===== src/rtl/stereo_sched_pkg.sv =====
// rtl/stereo_sched_pkg.sv - shared types and defaults for the stereo source scheduler
package stereo_sched_pkg;

  // Scheduler FSM states
  typedef enum logic {
    ST_RUN   = 1'b0,
    ST_DRAIN = 1'b1
  } state_e;

  localparam int unsigned default_width_lp     = 24;
  localparam int unsigned default_min_dwell_lp = 4;
  localparam int unsigned default_cnt_width_lp = 16;

  // One stereo frame at the default sample width; the top re-declares it at width_p
  typedef struct packed {
    logic [default_width_lp-1:0] right;
    logic [default_width_lp-1:0] left;
  } frame_t;

endpackage


===== src/rtl/stereo_pipe_reg.sv =====
// rtl/stereo_pipe_reg.sv - one-entry elastic output register for stereo frames
module stereo_pipe_reg
  import stereo_sched_pkg::*;
#(
  parameter type data_t = frame_t
) (
  input  logic  clk_i,
  input  logic  reset_i,
  input  logic  load_i,
  input  data_t data_i,
  input  logic  consume_i,
  output logic  valid_o,
  output data_t data_o
);

  // Load wins over consume so a same-cycle load/unload keeps the entry full
  always_ff @(posedge clk_i or posedge reset_i) begin
    if (reset_i) begin
      valid_o <= 1'b0;
      data_o  <= '0;
    end else if (load_i) begin
      valid_o <= 1'b1;
      data_o  <= data_i;
    end else if (consume_i) begin
      valid_o <= 1'b0;
    end
  end

endmodule


===== src/rtl/stereo_src_sched.sv =====
// rtl/stereo_src_sched.sv - frame-boundary source switch with dwell, drain and mute (option: DRAIN_UNSEL_EN)
module stereo_src_sched
  import stereo_sched_pkg::*;
#(
  parameter int unsigned width_p     = default_width_lp,
  parameter int unsigned min_dwell_p = default_min_dwell_lp,
  parameter int unsigned cnt_width_p = default_cnt_width_lp
) (
  input  logic                   clk_i,
  input  logic                   reset_i,
  input  logic [width_p-1:0]     src0_right_i,
  input  logic [width_p-1:0]     src0_left_i,
  input  logic                   src0_valid_i,
  output logic                   src0_ready_o,
  input  logic [width_p-1:0]     src1_right_i,
  input  logic [width_p-1:0]     src1_left_i,
  input  logic                   src1_valid_i,
  output logic                   src1_ready_o,
  input  logic                   sel_i,
  input  logic                   mute_i,
  output logic [width_p-1:0]     right_o,
  output logic [width_p-1:0]     left_o,
  output logic                   valid_o,
  input  logic                   ready_i,
  output logic                   sel_o,
  output logic                   switching_o,
  output logic [cnt_width_p-1:0] frames_o
);

  typedef struct packed {
    logic [width_p-1:0] right;
    logic [width_p-1:0] left;
  } frame_w_t;

  state_e   state;
  logic     run;
  logic     out_free;
  logic     grant_ready;
  logic     unsel_ready;
  logic     grant_valid;
  logic     accept;
  logic     frames_sat;
  logic     dwell_met;
  frame_w_t grant_frame;
  frame_w_t load_frame;
  frame_w_t out_frame;

  // Readies depend only on state, the output register and ready_i
  assign run         = (state == ST_RUN);
  assign out_free    = ~valid_o | ready_i;
  assign grant_ready = run & out_free;

`ifdef DRAIN_UNSEL_EN
  // Idle source keeps flowing and its frames are dropped; still stalled during DRAIN
  assign unsel_ready = run;
`else
  assign unsel_ready = 1'b0;
`endif

  assign src0_ready_o = sel_o ? unsel_ready : grant_ready;
  assign src1_ready_o = sel_o ? grant_ready : unsel_ready;

  assign grant_valid = sel_o ? src1_valid_i : src0_valid_i;
  assign accept      = grant_valid & grant_ready;

  assign grant_frame = sel_o ? frame_w_t'{right: src1_right_i, left: src1_left_i}
                             : frame_w_t'{right: src0_right_i, left: src0_left_i};
  // Mute zeros the payload only; the handshake is untouched
  assign load_frame  = mute_i ? '0 : grant_frame;

  stereo_pipe_reg #(
    .data_t (frame_w_t)
  ) u_pipe_reg (
    .clk_i     (clk_i),
    .reset_i   (reset_i),
    .load_i    (accept),
    .data_i    (load_frame),
    .consume_i (ready_i),
    .valid_o   (valid_o),
    .data_o    (out_frame)
  );

  assign right_o = out_frame.right;
  assign left_o  = out_frame.left;

  assign frames_sat = &frames_o;
  assign dwell_met  = frames_o >= cnt_width_p'(min_dwell_p);

  // Scheduler FSM: dwell counting in RUN, drain-then-swap in DRAIN
  always_ff @(posedge clk_i or posedge reset_i) begin
    if (reset_i) begin
      state       <= ST_RUN;
      sel_o       <= 1'b0;
      frames_o    <= '0;
      switching_o <= 1'b0;
    end else begin
      case (state)
        ST_RUN: begin
          if (accept && !frames_sat) begin
            frames_o <= frames_o + cnt_width_p'(1);
          end
          if ((sel_i != sel_o) && dwell_met) begin
            state       <= ST_DRAIN;
            switching_o <= 1'b1;
          end
        end
        ST_DRAIN: begin
          // Request withdrawn: resume the current source with its count intact
          if (sel_i == sel_o) begin
            state       <= ST_RUN;
            switching_o <= 1'b0;
          end else if (out_free) begin
            state       <= ST_RUN;
            switching_o <= 1'b0;
            sel_o       <= ~sel_o;
            frames_o    <= '0;
          end
        end
        default: begin
          state       <= ST_RUN;
          switching_o <= 1'b0;
        end
      endcase
    end
  end

endmodule


===== config.mk =====
export PLATFORM = sky130hd
export DESIGN_NAME = stereo_src_sched
export DESIGN_NICKNAME = d
export VERILOG_FILES = /design/src/rtl/stereo_sched_pkg.sv /design/src/rtl/stereo_pipe_reg.sv /design/src/rtl/stereo_src_sched.sv
export SDC_FILE = /design/constraint.sdc
export NUM_CORES = 1
export LEC_CHECK = 0
export ABC_AREA = 1
export BUFFER_PORTS_ARGS = -buffer_cell sky130_fd_sc_hd__buf_2
export CAP_MARGIN = 0
export CORE_MARGIN = 8
export CORE_UTILIZATION = 43
export CTS_CLUSTER_DIAMETER = 30
export DETAILED_ROUTE_END_ITERATION = 10
export GPL_ROUTABILITY_DRIVEN = 0
export PLACE_DENSITY_LB_ADDON = 0.2
export SYNTH_ARGS = -nofsm -noshare
export SYNTH_HDL_FRONTEND = slang
export SYNTH_SLANG_ARGS = --single-unit

===== constraint.sdc =====
create_clock -name clk_i -period 2.1 [get_ports clk_i]
set_clock_uncertainty 0.1 [all_clocks]
set_input_delay 0.42 -clock clk_i [delete_from_list [all_inputs] [get_ports clk_i]]
set_output_delay 0.42 -clock clk_i [all_outputs]
set_load 0.02 [all_outputs]

==> results of run 1 <==
[per-stage QoR]
stage	cells	setup slack (ns)	total power [mW]
floorplan	511	0.285	4.28
global placement	768	0.331	5.19
detailed placement	768	0.234	5.27
CTS	784	0.184	6.46
global route	784	0.0420	6.91
finish	784	0.219	6.36
[per-layer routing]
metal | track usage | wire, um | share of wire
met1 | 0.230 | 4810 | 0.42
met2 | 0.324 | 5670 | 0.50
met3 | 0.0551 | 769 | 0.067
met4 | 0.0646 | 146 | 0.013
met5 | 0 | 0 | 0
[path summary, 6_finish.rpt]
path / endpoint / depth (start not counted) / startpoint / slack (ns)
worst max-delay path: frames_o[2] / 9 / sel_o / 0.22
worst min register to register: u_pipe_reg.data_o[19] / 2 / u_pipe_reg.data_o[19] / 0.38
min in group clk_i: u_pipe_reg.data_o[29] / 3 / src1_right_i[5] / 0.26
worst min-delay path: u_pipe_reg.data_o[4] / 2 / reset_i / 0.04
max in group asynchronous: frames_o[15] / 3 / reset_i / 1.28
worst max register to register: frames_o[2] / 9 / sel_o / 0.22
[Yosys cell counts]
cell type and count:
sky130_fd_sc_hd__nor2_1 123, sky130_fd_sc_hd__nand2_1 101, sky130_fd_sc_hd__o21ai_0 93, sky130_fd_sc_hd__dfrtp_1 68, sky130_fd_sc_hd__inv_1 23, sky130_fd_sc_hd__nand3_1 18, sky130_fd_sc_hd__o21ai_1 18, sky130_fd_sc_hd__clkbuf_1 17
sky130_fd_sc_hd__nand4_1 7, sky130_fd_sc_hd__xor2_1 7, sky130_fd_sc_hd__buf_2 6, sky130_fd_sc_hd__nand2_2 5, sky130_fd_sc_hd__buf_1 4, sky130_fd_sc_hd__nor2_4 4, sky130_fd_sc_hd__buf_6 3, sky130_fd_sc_hd__a21oi_1 2
sky130_fd_sc_hd__ha_1 2, sky130_fd_sc_hd__inv_2 2, sky130_fd_sc_hd__nor2_8 2, sky130_fd_sc_hd__o21ai_2 2, sky130_fd_sc_hd__nand3_4 1, sky130_fd_sc_hd__nor2_2 1, sky130_fd_sc_hd__o21bai_1 1, sky130_fd_sc_hd__xor2_4 1
[logic make-up (layout without fill, tap and decap cells)]
| kind of cell | count (synthesis) | count (layout) | share of synthesized area |
|---|---|---|---|
| and+or+nand+nor | 262 | 262 | 0.297 |
| AOI/OAI and AO/OA | 116 | 116 | 0.157 |
| DFF | 68 | 68 | 0.453 |
| buffers and inverters | 55 | 220 | 0.0629 |
| xor gates and xnor gates | 8 | 8 | 0.0236 |
| adders and majority gates | 2 | 2 | 0.00666 |
[area by class of cell]
| class | count | area (um2) | share of cell area |
|---|---|---|---|
| Clock buffer | 12 | 135 | 0.0276 |
| Clock inverter | 4 | 73.8 | 0.0151 |
| Inverter | 25 | 97.6 | 0.0199 |
| Multi-Input combinational cell | 388 | 1820 | 0.371 |
| Sequential cell | 68 | 1700 | 0.347 |
| Tap cell | 108 | 135 | 0.0276 |
| Timing Repair Buffer | 179 | 941 | 0.192 |
[worst reg2reg max path, delay by kind of cell, from the launching register on]
| family | cells | cell delay (ns) |
|---|---|---|
| AND/OR/NAND/NOR | 5 | 0.73 |
| buffers and inverters | 2 | 0.32 |
| AO/OA/AOI/OAI | 2 | 0.16 |
| flip-flops | 1 | 0.49 |
[power breakdown]
group	internal, mW	total, mW	switching, mW
clock network	0.671	1.16	0.493
logic	0.993	3.09	2.10
registers	1.77	2.11	0.338
[flip-flops by register name, summed over array words and instances (netlist names)]
register            count
switching_o             1
frames_o               16
u_pipe_reg.valid_o      1
state                   1
sel_o                   1
u_pipe_reg.data_o      48
==> out/results.env, run 1 <==
GLOBAL_ROUTE.USAGE.TOTAL=0.192
ANTENNA_FOUND_INITIAL=0
POSTSYNTHREGISTERBITS=68
PLACE.PORT_BUFFERS=171
STARTPOINT_KIND_OF_THE_WORST_SETUP_TIMING_PATH='flop'
PRE_REPAIR_DR_ITERATION_COUNT=4
CTS.HOLD.BUFFERS_ADDED=0
PATH_CLK_SLEW_NS=0.08
SLEW-LIMIT-HEADROOM=0.440
SETUP-TNS-FINAL_NS=0
YS.WARNINGS.COUNT=0
FP-ROW-COUNT=34
CTSROOTBUFFERMASTER='sky130_fd_sc_hd__clkbuf_8'
DIE_W_UM=109
GRT_REMAINING_OVERFLOW=0
INSERTEDDIODECOUNT=0
FIN_UTIL=0.571
POST-ROUTE-PERIOD-UTIL=0.896
DRT_DRC_VIOLATIONS_LEFT=0
PWR_DENSITY_CELL_nW_PER_UM2=1300
CRITPATHKIND='flop to flop'
CRITICAL_PATH_PEAK_FANOUT=19
POWER.IR.VDD_WORST_V=0.000520
FINAL_ANTENNA_NET_COUNT=0
HOLD_WS_NS=0.0413
PLACE_AREA_UM2=4700
SYNTH_FP_NETS=616
LEAKAGEPOWER_nW=2.52
WIRE_PER_INST_UM=14.5
SLEW_VIOL_FINAL=0
SYNTHESIZED_AREA_UM2=3760
CLOCK_INSERTION_DELAY_WORST_SKEW_NS=0.34
CRIT_SLOWEST_CELL='sky130_fd_sc_hd__dfrtp_2'
INITIALDRTVIOLATIONCOUNT=194
SYNTH.YOSYS.SEQ_AREA_SHARE=0.453
GRT_PASS1_VIAS=3880
DIE-AREA_UM2=12000
CLK_PATH_BUF_DEPTH=2
SYN_TO_FINAL_GROWTH_PCT=30.5
SYN-MEAN-INSTANCE-AREA_UM2=7.35
HTREE_LEVELS=3
COREAREA_UM2=8590
SYNTHDOMINANTAREACELLTYPE='sky130_fd_sc_hd__dfrtp_1'
REQUIRED_NS=2.27
FINAL_CELL_AREA_UM2=4900
CTS_BUFFERS=9
SHARE_OF_CELLS_ABOVE_DRIVE_STRENGTH_1=0.314
DIEHEIGHT_UM=109
DRV_CAP=0
POSTROUTEWIRELENGTH_UM=11400
VIAS_PER_CELL=4.91
CRITPATHCAPTURETYPE='flop'
SYNTHDISTINCTLIBCELLS=24
MOSTFREQUENTLAYOUTCELL='sky130_fd_sc_hd__buf_2'
INITIAL_CORE_UTIL=0.437
SYNTH_LARGEST_TYPE_AREA_FRACTION=0.453
FINALSETUPVIOLATIONS=0
POST_CTS_BUFFERS=0
CRITICAL-PATH-TOP-CELL-BY-COUNT='sky130_fd_sc_hd__nand2_1'
MAXIMUM_NUMBER_OF_PINS_ON_ONE_NET_BEFORE_GLOBAL_ROUTE_REPAIR=82
SLOWEST_DELAY_NS=0.49
DETAILEDPLACEMENTHPWL_UM=8710
WIRE_LENGTH_OF_THE_FIRST_GLOBAL_ROUTING_PASS_UM=18300
POST_SYNTH_INST_COUNT=511
OUTCOME='complete, no violations'
RSZ0062_AT_GRT='false'
WORST-ENDPOINT-ARRIVAL_NS=2.05
TIMING.FMAX_GHz=0.532
CTS_TREE='yes'
POST_CTS_RESIZED=0
TIMING.FINAL.CRIT_PERIOD_NS=1.88
I_O_PINS=172
NFILLCELLS=846
CLKSINKCOUNT=68
CPLARGESTDELAYFAMILY='simple AND/OR/NAND/NOR gates'
ROUTE.VIAS.TOTAL=3848
COMMONEST_CELLS_AFTER_ROUTING_FILL_AND_TAPS_ASIDE='sky130_fd_sc_hd__buf_2 (171), sky130_fd_sc_hd__nor2_1 (123), sky130_fd_sc_hd__nand2_1 (101), sky130_fd_sc_hd__o21ai_0 (93), sky130_fd_sc_hd__dfrtp_1 (67)'
CRIT_PATH_CELL_TRACE='inv_2 -> nand2_1 -> nand2_1 -> nand3_4 -> inv_1 -> o21ai_1 -> nand2_2 -> nand2_1 -> o21ai_1'
MIN-DELAY-PATH-CLASS='primary input to asynchronous set/reset pin'
SYNTH.TOP_CELLS.BY_AREA='sky130_fd_sc_hd__dfrtp_1 (45%), sky130_fd_sc_hd__o21ai_0 (12%), sky130_fd_sc_hd__nor2_1 (12%), sky130_fd_sc_hd__nand2_1 (10%), sky130_fd_sc_hd__nand3_1 (2.4%)'
TIMING.FINAL.HOLD_VIOLATIONS=0
FINAL_NET_COUNT=776
WORST_PIN_SLEW_NS=0.841
WORSTPATHBUFFERINVERTERCOUNT=2
Note: power is estimated with default switching activity, not from simulation.
==> run 2, diff against run 1 <==
--- a/config.mk
+++ b/config.mk
@@ -5,11 +5,10 @@
 export SDC_FILE = /design/constraint.sdc
 export NUM_CORES = 1
 export LEC_CHECK = 0
-export ABC_AREA = 1
 export BUFFER_PORTS_ARGS = -buffer_cell sky130_fd_sc_hd__buf_2
 export CAP_MARGIN = 0
 export CORE_MARGIN = 8
-export CORE_UTILIZATION = 43
+export CORE_UTILIZATION = 42
 export CTS_CLUSTER_DIAMETER = 30
 export DETAILED_ROUTE_END_ITERATION = 10
 export GPL_ROUTABILITY_DRIVEN = 0
==> run 2 against run 1 <==
Effect of this change: maximum frequency shrank 4.3%; worst hold slack gained 0.018 ns; global-route usage fell by 1.3 points; sequential cell count unchanged; largest cell class is now sequential cells; highest routed layer unchanged; first-iteration DRC count fell by 25%; register-to-register slack got worse by 0.08 ns; worst setup slack got worse by 0.084 ns.
==> out/results.env, run 2 <==
POST-LAYOUT-TOTAL-POWER_mW=6.70
SLOWEST_DELAY_NS=0.51
CTS_TREE='yes'
NFILLCELLS=760
COMBPWRFRAC=0.470
INITIALDRTVIOLATIONCOUNT=145
CLK_PATH_BUF_DEPTH=2
CRITPATHCAPTURETYPE='flop'
GRT_REMAINING_OVERFLOW=0
INSERTEDDIODECOUNT=0
COREAREA_UM2=8220
SYNTHMOSTINSTANTIATEDCELL='sky130_fd_sc_hd__dfrtp_1'
LARGEST_REGISTER_FFS=48
GRT_PASS1_VIAS=3456
OUTCOME='complete, no violations'
STARTPOINT_KIND_OF_THE_WORST_SETUP_TIMING_PATH='flop'
MAXIMUM_NUMBER_OF_PINS_ON_ONE_NET_BEFORE_GLOBAL_ROUTE_REPAIR=69
CLKSINKCOUNT=68
SYNTH.TOP_CELLS.BY_COUNT='sky130_fd_sc_hd__dfrtp_1 (68), sky130_fd_sc_hd__nand2_1 (58), sky130_fd_sc_hd__o31ai_1 (54)'
REGMOSTFLOPS='u_pipe_reg.data_o'
SYNTHDOMINANTAREACELLTYPE='sky130_fd_sc_hd__dfrtp_1'
PWR_DENSITY_CELL_nW_PER_UM2=1390
TIMING.FINAL.CRIT_PERIOD_NS=1.97
CRITICAL_PATH_PEAK_FANOUT=6
MIN-DELAY-PATH-CLASS='primary input to asynchronous set/reset pin'
FINALSETUPVIOLATIONS=0
POWER.IR.VDD_WORST_V=0.000568
PLACE.PORT_BUFFERS=171
CTS_BUFFERS=9
DIEHEIGHT_UM=108
VIAS_PER_CELL=5.31
FINAL-INSTANCE-COUNT-EXCL-FILL=620
SYNTH.YOSYS.SEQ_AREA_SHARE=0.476
WIRE_LENGTH_OF_THE_FIRST_GLOBAL_ROUTING_PASS_UM=16900
TIMING.FMAX_GHz=0.509
TIMING.FINAL.HOLD_VIOLATIONS=0
WORST_PIN_SLEW_NS=0.487
PATH_CLK_SLEW_NS=0.08
SYNTHARSTFLOPSHARE=1.00
SETUP-TNS-FINAL_NS=0
CLOCK_POWER_SHARE=0.210
REQUIRED_NS=2.26
YS.WARNINGS.COUNT=0
SLEW_VIOL_FINAL=0
SYNTH_LARGEST_TYPE_AREA_FRACTION=0.476
INITIAL_CORE_UTIL=0.435
SWITCHING_POWER_mW=2.81
NUMPLACEDINSTANCES=604
DRT_DRC_VIOLATIONS_LEFT=0
I_O_PINS=172
SYNTH_FP_NETS=448
SHARE_OF_CELLS_ABOVE_DRIVE_STRENGTH_1=0.402
DRV_CAP=0
CTS.HOLD.BUFFERS_ADDED=0
CRITPATHKIND='flop to flop'
WORST-ENDPOINT-ARRIVAL_NS=2.12
POST_SYNTH_INST_COUNT=343
COMMONEST_CELLS_AFTER_ROUTING_FILL_AND_TAPS_ASIDE='sky130_fd_sc_hd__buf_2 (171), sky130_fd_sc_hd__dfrtp_1 (67), sky130_fd_sc_hd__nand2_1 (58), sky130_fd_sc_hd__o31ai_1 (54), sky130_fd_sc_hd__mux2i_1 (53)'
SYN_TO_FINAL_GROWTH_PCT=34.6
CRIT_SLOWEST_CELL='sky130_fd_sc_hd__or4_1'
INTERNAL-POWER_mW=3.90
CRIT_PATH_CELL_TRACE='ha_1 -> and2_1 -> nand4_1 -> or4_1 -> a21oi_1'
POST_CTS_RESIZED=0
GLOBAL_ROUTE.USAGE.TOTAL=0.179
DIE-AREA_UM2=11700
POST_CTS_BUFFERS=0
SYN-MEAN-INSTANCE-AREA_UM2=10.4
SYNTH.TOP_CELLS.BY_AREA='sky130_fd_sc_hd__dfrtp_1 (48%), sky130_fd_sc_hd__mux2i_1 (15%), sky130_fd_sc_hd__o31ai_1 (11%), sky130_fd_sc_hd__nand2_1 (6.1%), sky130_fd_sc_hd__clkbuf_1 (1.4%)'
ANTENNA_FOUND_INITIAL=0
DIE_W_UM=108
HTREE_LEVELS=3
POSTROUTEWIRELENGTH_UM=10300
POSTSYNTHREGISTERBITS=68
SYNTH_EDF_COUNT=0
RSZ0062_AT_GRT='false'
FINAL_ANTENNA_NET_COUNT=0
POST-ROUTE-PERIOD-UTIL=0.936
LEAKAGEPOWER_nW=2.52
PRECTSSETUPSLACK_NS=0.178
WIRE_PER_INST_UM=16.7
PRE_REPAIR_DR_ITERATION_COUNT=4
SETUP_SLACK_NS=0.135
SLEW-LIMIT-HEADROOM=0.675
CLOCK_INSERTION_DELAY_WORST_SKEW_NS=0.33
LARGEST_REGISTERS='u_pipe_reg.data_o x48, frames_o x16'
SYNTH_FLOP_CELL='sky130_fd_sc_hd__dfrtp_1'
SEQ_POWER_SHARE=0.320
CTSROOTBUFFERMASTER='sky130_fd_sc_hd__clkbuf_8'
MOSTFREQUENTLAYOUTCELL='sky130_fd_sc_hd__buf_2'
SWITCHING_SHARE_OF_POWER=0.418
LAYOUT.AREA.SEQ_UM2=1700
SYNTHDISTINCTLIBCELLS=43
HOLD_WS_NS=0.0594
SYNTHESIZED_AREA_UM2=3570
AREA_USED_BY_MULTI_INPUT_COMBINATIONAL_LOGIC_UM2=1690
ROUTE.VIAS.TOTAL=3293
DETAILEDPLACEMENTHPWL_UM=7880
FP-ROW-COUNT=33
FINAL_NET_COUNT=615
-- run 2: final timing paths --
| check | start | endpoint | slack, ns | cells after the start |
|---|---|---|---|---|
| setup / recovery | frames_o[0] | frames_o[10] | 0.13 | 5 |
| hold / removal | reset_i | u_pipe_reg.data_o[29] | 0.06 | 3 |
| setup reg to reg | frames_o[0] | frames_o[10] | 0.13 | 5 |
| hold reg to reg | u_pipe_reg.data_o[10] | u_pipe_reg.data_o[10] | 0.37 | 2 |
| max in group asynchronous | reset_i | sel_o | 1.52 | 3 |
| min in group clk_i | ready_i | state | 0.30 | 4 |
-- run 2: cells by family after synthesis --
| family | after synthesis | share of synthesized area |
|---|---|---|
| compound gates | 74 | 0.150 |
| xor+xnor | 2 | 0.00490 |
| buf+inv | 36 | 0.0529 |
| fa+ha+maj | 2 | 0.00700 |
| flops | 68 | 0.476 |
| mux | 54 | 0.153 |
| simple gates | 107 | 0.156 |
-- run 2: routing by layer --
layer  GRT usage  part of all wire  vias to the layer above
met5           0                 0                        -
met4      0.0515             0.015                        0
met3      0.0726             0.079                       12
met2       0.285              0.49                      127
met1       0.219              0.42                     1557
li1            -                 -                     1597
-- run 2: critical path, delay by kind of cell (launching register included) --
family                   cells  cell delay [ns]
AO/OA/AOI/OAI                1             0.17
flip-flops                   1             0.43
adder cells (fa/ha/maj)      1             0.21
AND/OR/NAND/NOR              3             0.97
-- run 2: layout make-up --
type | instances | share of cell area
Sequential cell | 68 | 0.354
Timing Repair Buffer | 182 | 0.203
Tap cell | 105 | 0.0273
Inverter | 10 | 0.00858
Clock buffer | 10 | 0.0265
Clock inverter | 6 | 0.0284
Multi-Input combinational cell | 239 | 0.352
-- run 2: metrics by stage --
step,instance area [um2],util
floorplan,3580,-
global placement,4550,0.553
detailed placement,4550,0.553
CTS,4810,0.585
global route,4810,0.585
finish,4810,0.585
-- run 2: power by group through the flow --
stage	combinational (mW)	clock (mW)	sequential, mW
floorplan	1.54	0	2.73
global placement	3.15	0	2.14
detailed placement	3.21	0	2.16
CTS	3.21	1.44	2.15
global route	3.43	1.51	2.22
finish	3.15	1.41	2.14
==> run 3, diff against run 2 <==
--- a/config.mk
+++ b/config.mk
@@ -8,8 +8,9 @@
 export BUFFER_PORTS_ARGS = -buffer_cell sky130_fd_sc_hd__buf_2
 export CAP_MARGIN = 0
 export CORE_MARGIN = 8
-export CORE_UTILIZATION = 42
+export CORE_UTILIZATION = 25
 export CTS_CLUSTER_DIAMETER = 30
+export CTS_CLUSTER_SIZE = 16
 export DETAILED_ROUTE_END_ITERATION = 10
 export GPL_ROUTABILITY_DRIVEN = 0
 export PLACE_DENSITY_LB_ADDON = 0.2
==> run 3 against run 2 <==
Effect of this change: via count decreased by 1.3%; combinational power about the same; sequential power about the same; power increased by 5.3%.
==> out/results.env, run 3 (same netlist as run 2, synthesis figures left out) <==
CLOCK_INSERTION_DELAY_WORST_SKEW_NS=0.33
POST_CTS_BUFFERS=0
WORST-ENDPOINT-ARRIVAL_NS=1.43
HTREE_LEVELS=3
WIRE_PER_INST_UM=15.6
FINAL_CELL_AREA_UM2=5010
INITIALDRTVIOLATIONCOUNT=169
STARTPOINT_KIND_OF_THE_WORST_SETUP_TIMING_PATH='flop'
LARGEST_REGISTERS='u_pipe_reg.data_o x48, frames_o x16'
FIN_UTIL=0.360
DRV_CAP=0
LEAKAGEPOWER_nW=2.58
CRITPATHKIND='flop to output port'
PLACE.PORT_BUFFERS=171
INSERTEDDIODECOUNT=0
REQUIRED_NS=1.58
SEQ_POWER_SHARE=0.306
MOSTFREQUENTLAYOUTCELL='sky130_fd_sc_hd__buf_2'
DIEHEIGHT_UM=136
COMMONEST_CELLS_AFTER_ROUTING_FILL_AND_TAPS_ASIDE='sky130_fd_sc_hd__buf_2 (171), sky130_fd_sc_hd__dfrtp_1 (67), sky130_fd_sc_hd__nand2_1 (58), sky130_fd_sc_hd__o31ai_1 (54), sky130_fd_sc_hd__mux2i_1 (53)'
COMBPWRFRAC=0.443
SETUP_SLACK_NS=0.150
TIMING.FMAX_GHz=0.513
DIE_W_UM=136
MAXIMUM_NUMBER_OF_PINS_ON_ONE_NET_BEFORE_GLOBAL_ROUTE_REPAIR=69
OUTCOME='complete, no violations'
CRITPATHCAPTURETYPE='output port'
MIN-DELAY-PATH-CLASS='primary input to asynchronous set/reset pin'
WIRE_LENGTH_OF_THE_FIRST_GLOBAL_ROUTING_PASS_UM=17600
REGMOSTFLOPS='u_pipe_reg.data_o'
TIMING.FINAL.HOLD_VIOLATIONS=0
GLOBAL_ROUTE.USAGE.TOTAL=0.119
LARGEST_REGISTER_FFS=48
GRT_PASS1_VIAS=3495
INITIAL_CORE_UTIL=0.256
SWITCHING_POWER_mW=2.83
CTSROOTBUFFERMASTER='sky130_fd_sc_hd__clkbuf_16'
RSZ0062_AT_GRT='false'
CTS.HOLD.BUFFERS_ADDED=0
DRT_DRC_VIOLATIONS_LEFT=0
VIAS_PER_CELL=4.67
ANTENNA_FOUND_INITIAL=0
SLEW-LIMIT-HEADROOM=0.651
CRITICAL_PATH_PEAK_FANOUT=6
DETAILEDPLACEMENTHPWL_UM=8100
CLK_PATH_BUF_DEPTH=2
COREAREA_UM2=13900
CLKSINKCOUNT=68
I_O_PINS=172
SWITCHING_SHARE_OF_POWER=0.401
SLEW_VIOL_FINAL=0
POWER.IR.VDD_WORST_V=0.000591
SETUP-TNS-FINAL_NS=0
POSTROUTEWIRELENGTH_UM=10900
CLOCK_POWER_SHARE=0.251
POST_CTS_RESIZED=0
PLACE_AREA_UM2=4660
GRT_REMAINING_OVERFLOW=0
CTS_BUFFERS=9
SYN_TO_FINAL_GROWTH_PCT=40.3
TIMING.FINAL.CRIT_PERIOD_NS=1.95
CTS_TREE='yes'
FINAL_ANTENNA_NET_COUNT=0
FP-ROW-COUNT=43
POST-ROUTE-PERIOD-UTIL=0.928
PRE_REPAIR_DR_ITERATION_COUNT=4
DIE-AREA_UM2=18400
INTERNAL-POWER_mW=4.23
FINALSETUPVIOLATIONS=0
PWR_DENSITY_CELL_nW_PER_UM2=1410
SHARE_OF_CELLS_ABOVE_DRIVE_STRENGTH_1=0.403
ROUTE.VIAS.TOTAL=3250
PATH_CLK_SLEW_NS=0.06
PRECTSSETUPSLACK_NS=0.232
FINAL_NET_COUNT=616
WORST_PIN_SLEW_NS=0.524
[run 3: changes by cell type in the layout (fill, tap and decap cells not counted), sizes merged]
cell,delta
clkbuf,+2
buf,+1
bufinv,-1
clkinvlp,-1
[run 3: stage by stage]
step / power, mW / hold WS, ns / cells
final: 7.06 / 0.0750 / 696
after global routing: 7.59 / 0.118 / 696
after CTS: 7.23 / 0.0898 / 696
after detailed placement: 5.40 / 0.360 / 680
after global placement: 5.36 / 0.356 / 680
after floorplan: 4.27 / 0.427 / 343
[run 3: final timing paths]
check                                 startpoint               endpoint  slack (ns)  depth (start not counted)
setup / recovery              u_pipe_reg.valid_o           src1_ready_o        0.15                          4
hold / removal                           reset_i  u_pipe_reg.data_o[12]        0.08                          3
min in group clk_i                       ready_i                  state        0.30                          4
hold reg to reg            u_pipe_reg.data_o[39]  u_pipe_reg.data_o[39]        0.37                          2
max in group asynchronous                reset_i                  sel_o        1.48                          3
setup reg to reg                     frames_o[0]           frames_o[10]        0.22                          6
[run 3: layout make-up]
cell class / instances / area (um2)
fillers: 1435 / 8920
repair buffers: 183 / 996
clock inverters: 4 / 95.1
flip-flops and latches: 68 / 1700
inverters: 10 / 41.3
well taps: 180 / 225
clock buffers: 12 / 256
multi-input cells: 239 / 1690
[run 3: power groups by stage]
| stage | sequential [mW] | clock, mW | combinational, mW |
|---|---|---|---|
| 6_report | 2.16 | 1.77 | 3.12 |
| 5_1_grt | 2.24 | 1.89 | 3.45 |
| 4_1_cts | 2.17 | 1.84 | 3.22 |
| 3_5_place_dp | 2.17 | 0 | 3.23 |
| 3_3_place_gp | 2.17 | 0 | 3.19 |
| 2_1_floorplan | 2.73 | 0 | 1.54 |
[run 3: critical path: stages, from the launching register on]
cell                       delay, ns
sky130_fd_sc_hd__dfrtp_1        0.39
sky130_fd_sc_hd__nand2b_1       0.21
sky130_fd_sc_hd__buf_4          0.18
sky130_fd_sc_hd__and3_1         0.16
sky130_fd_sc_hd__buf_2          0.16
[run 3: layer usage]
metal	wire (um)	track usage
met1	4720	0.136
met3	962	0.0616
met2	5100	0.190
met5	0	0
met4	98	0.0358
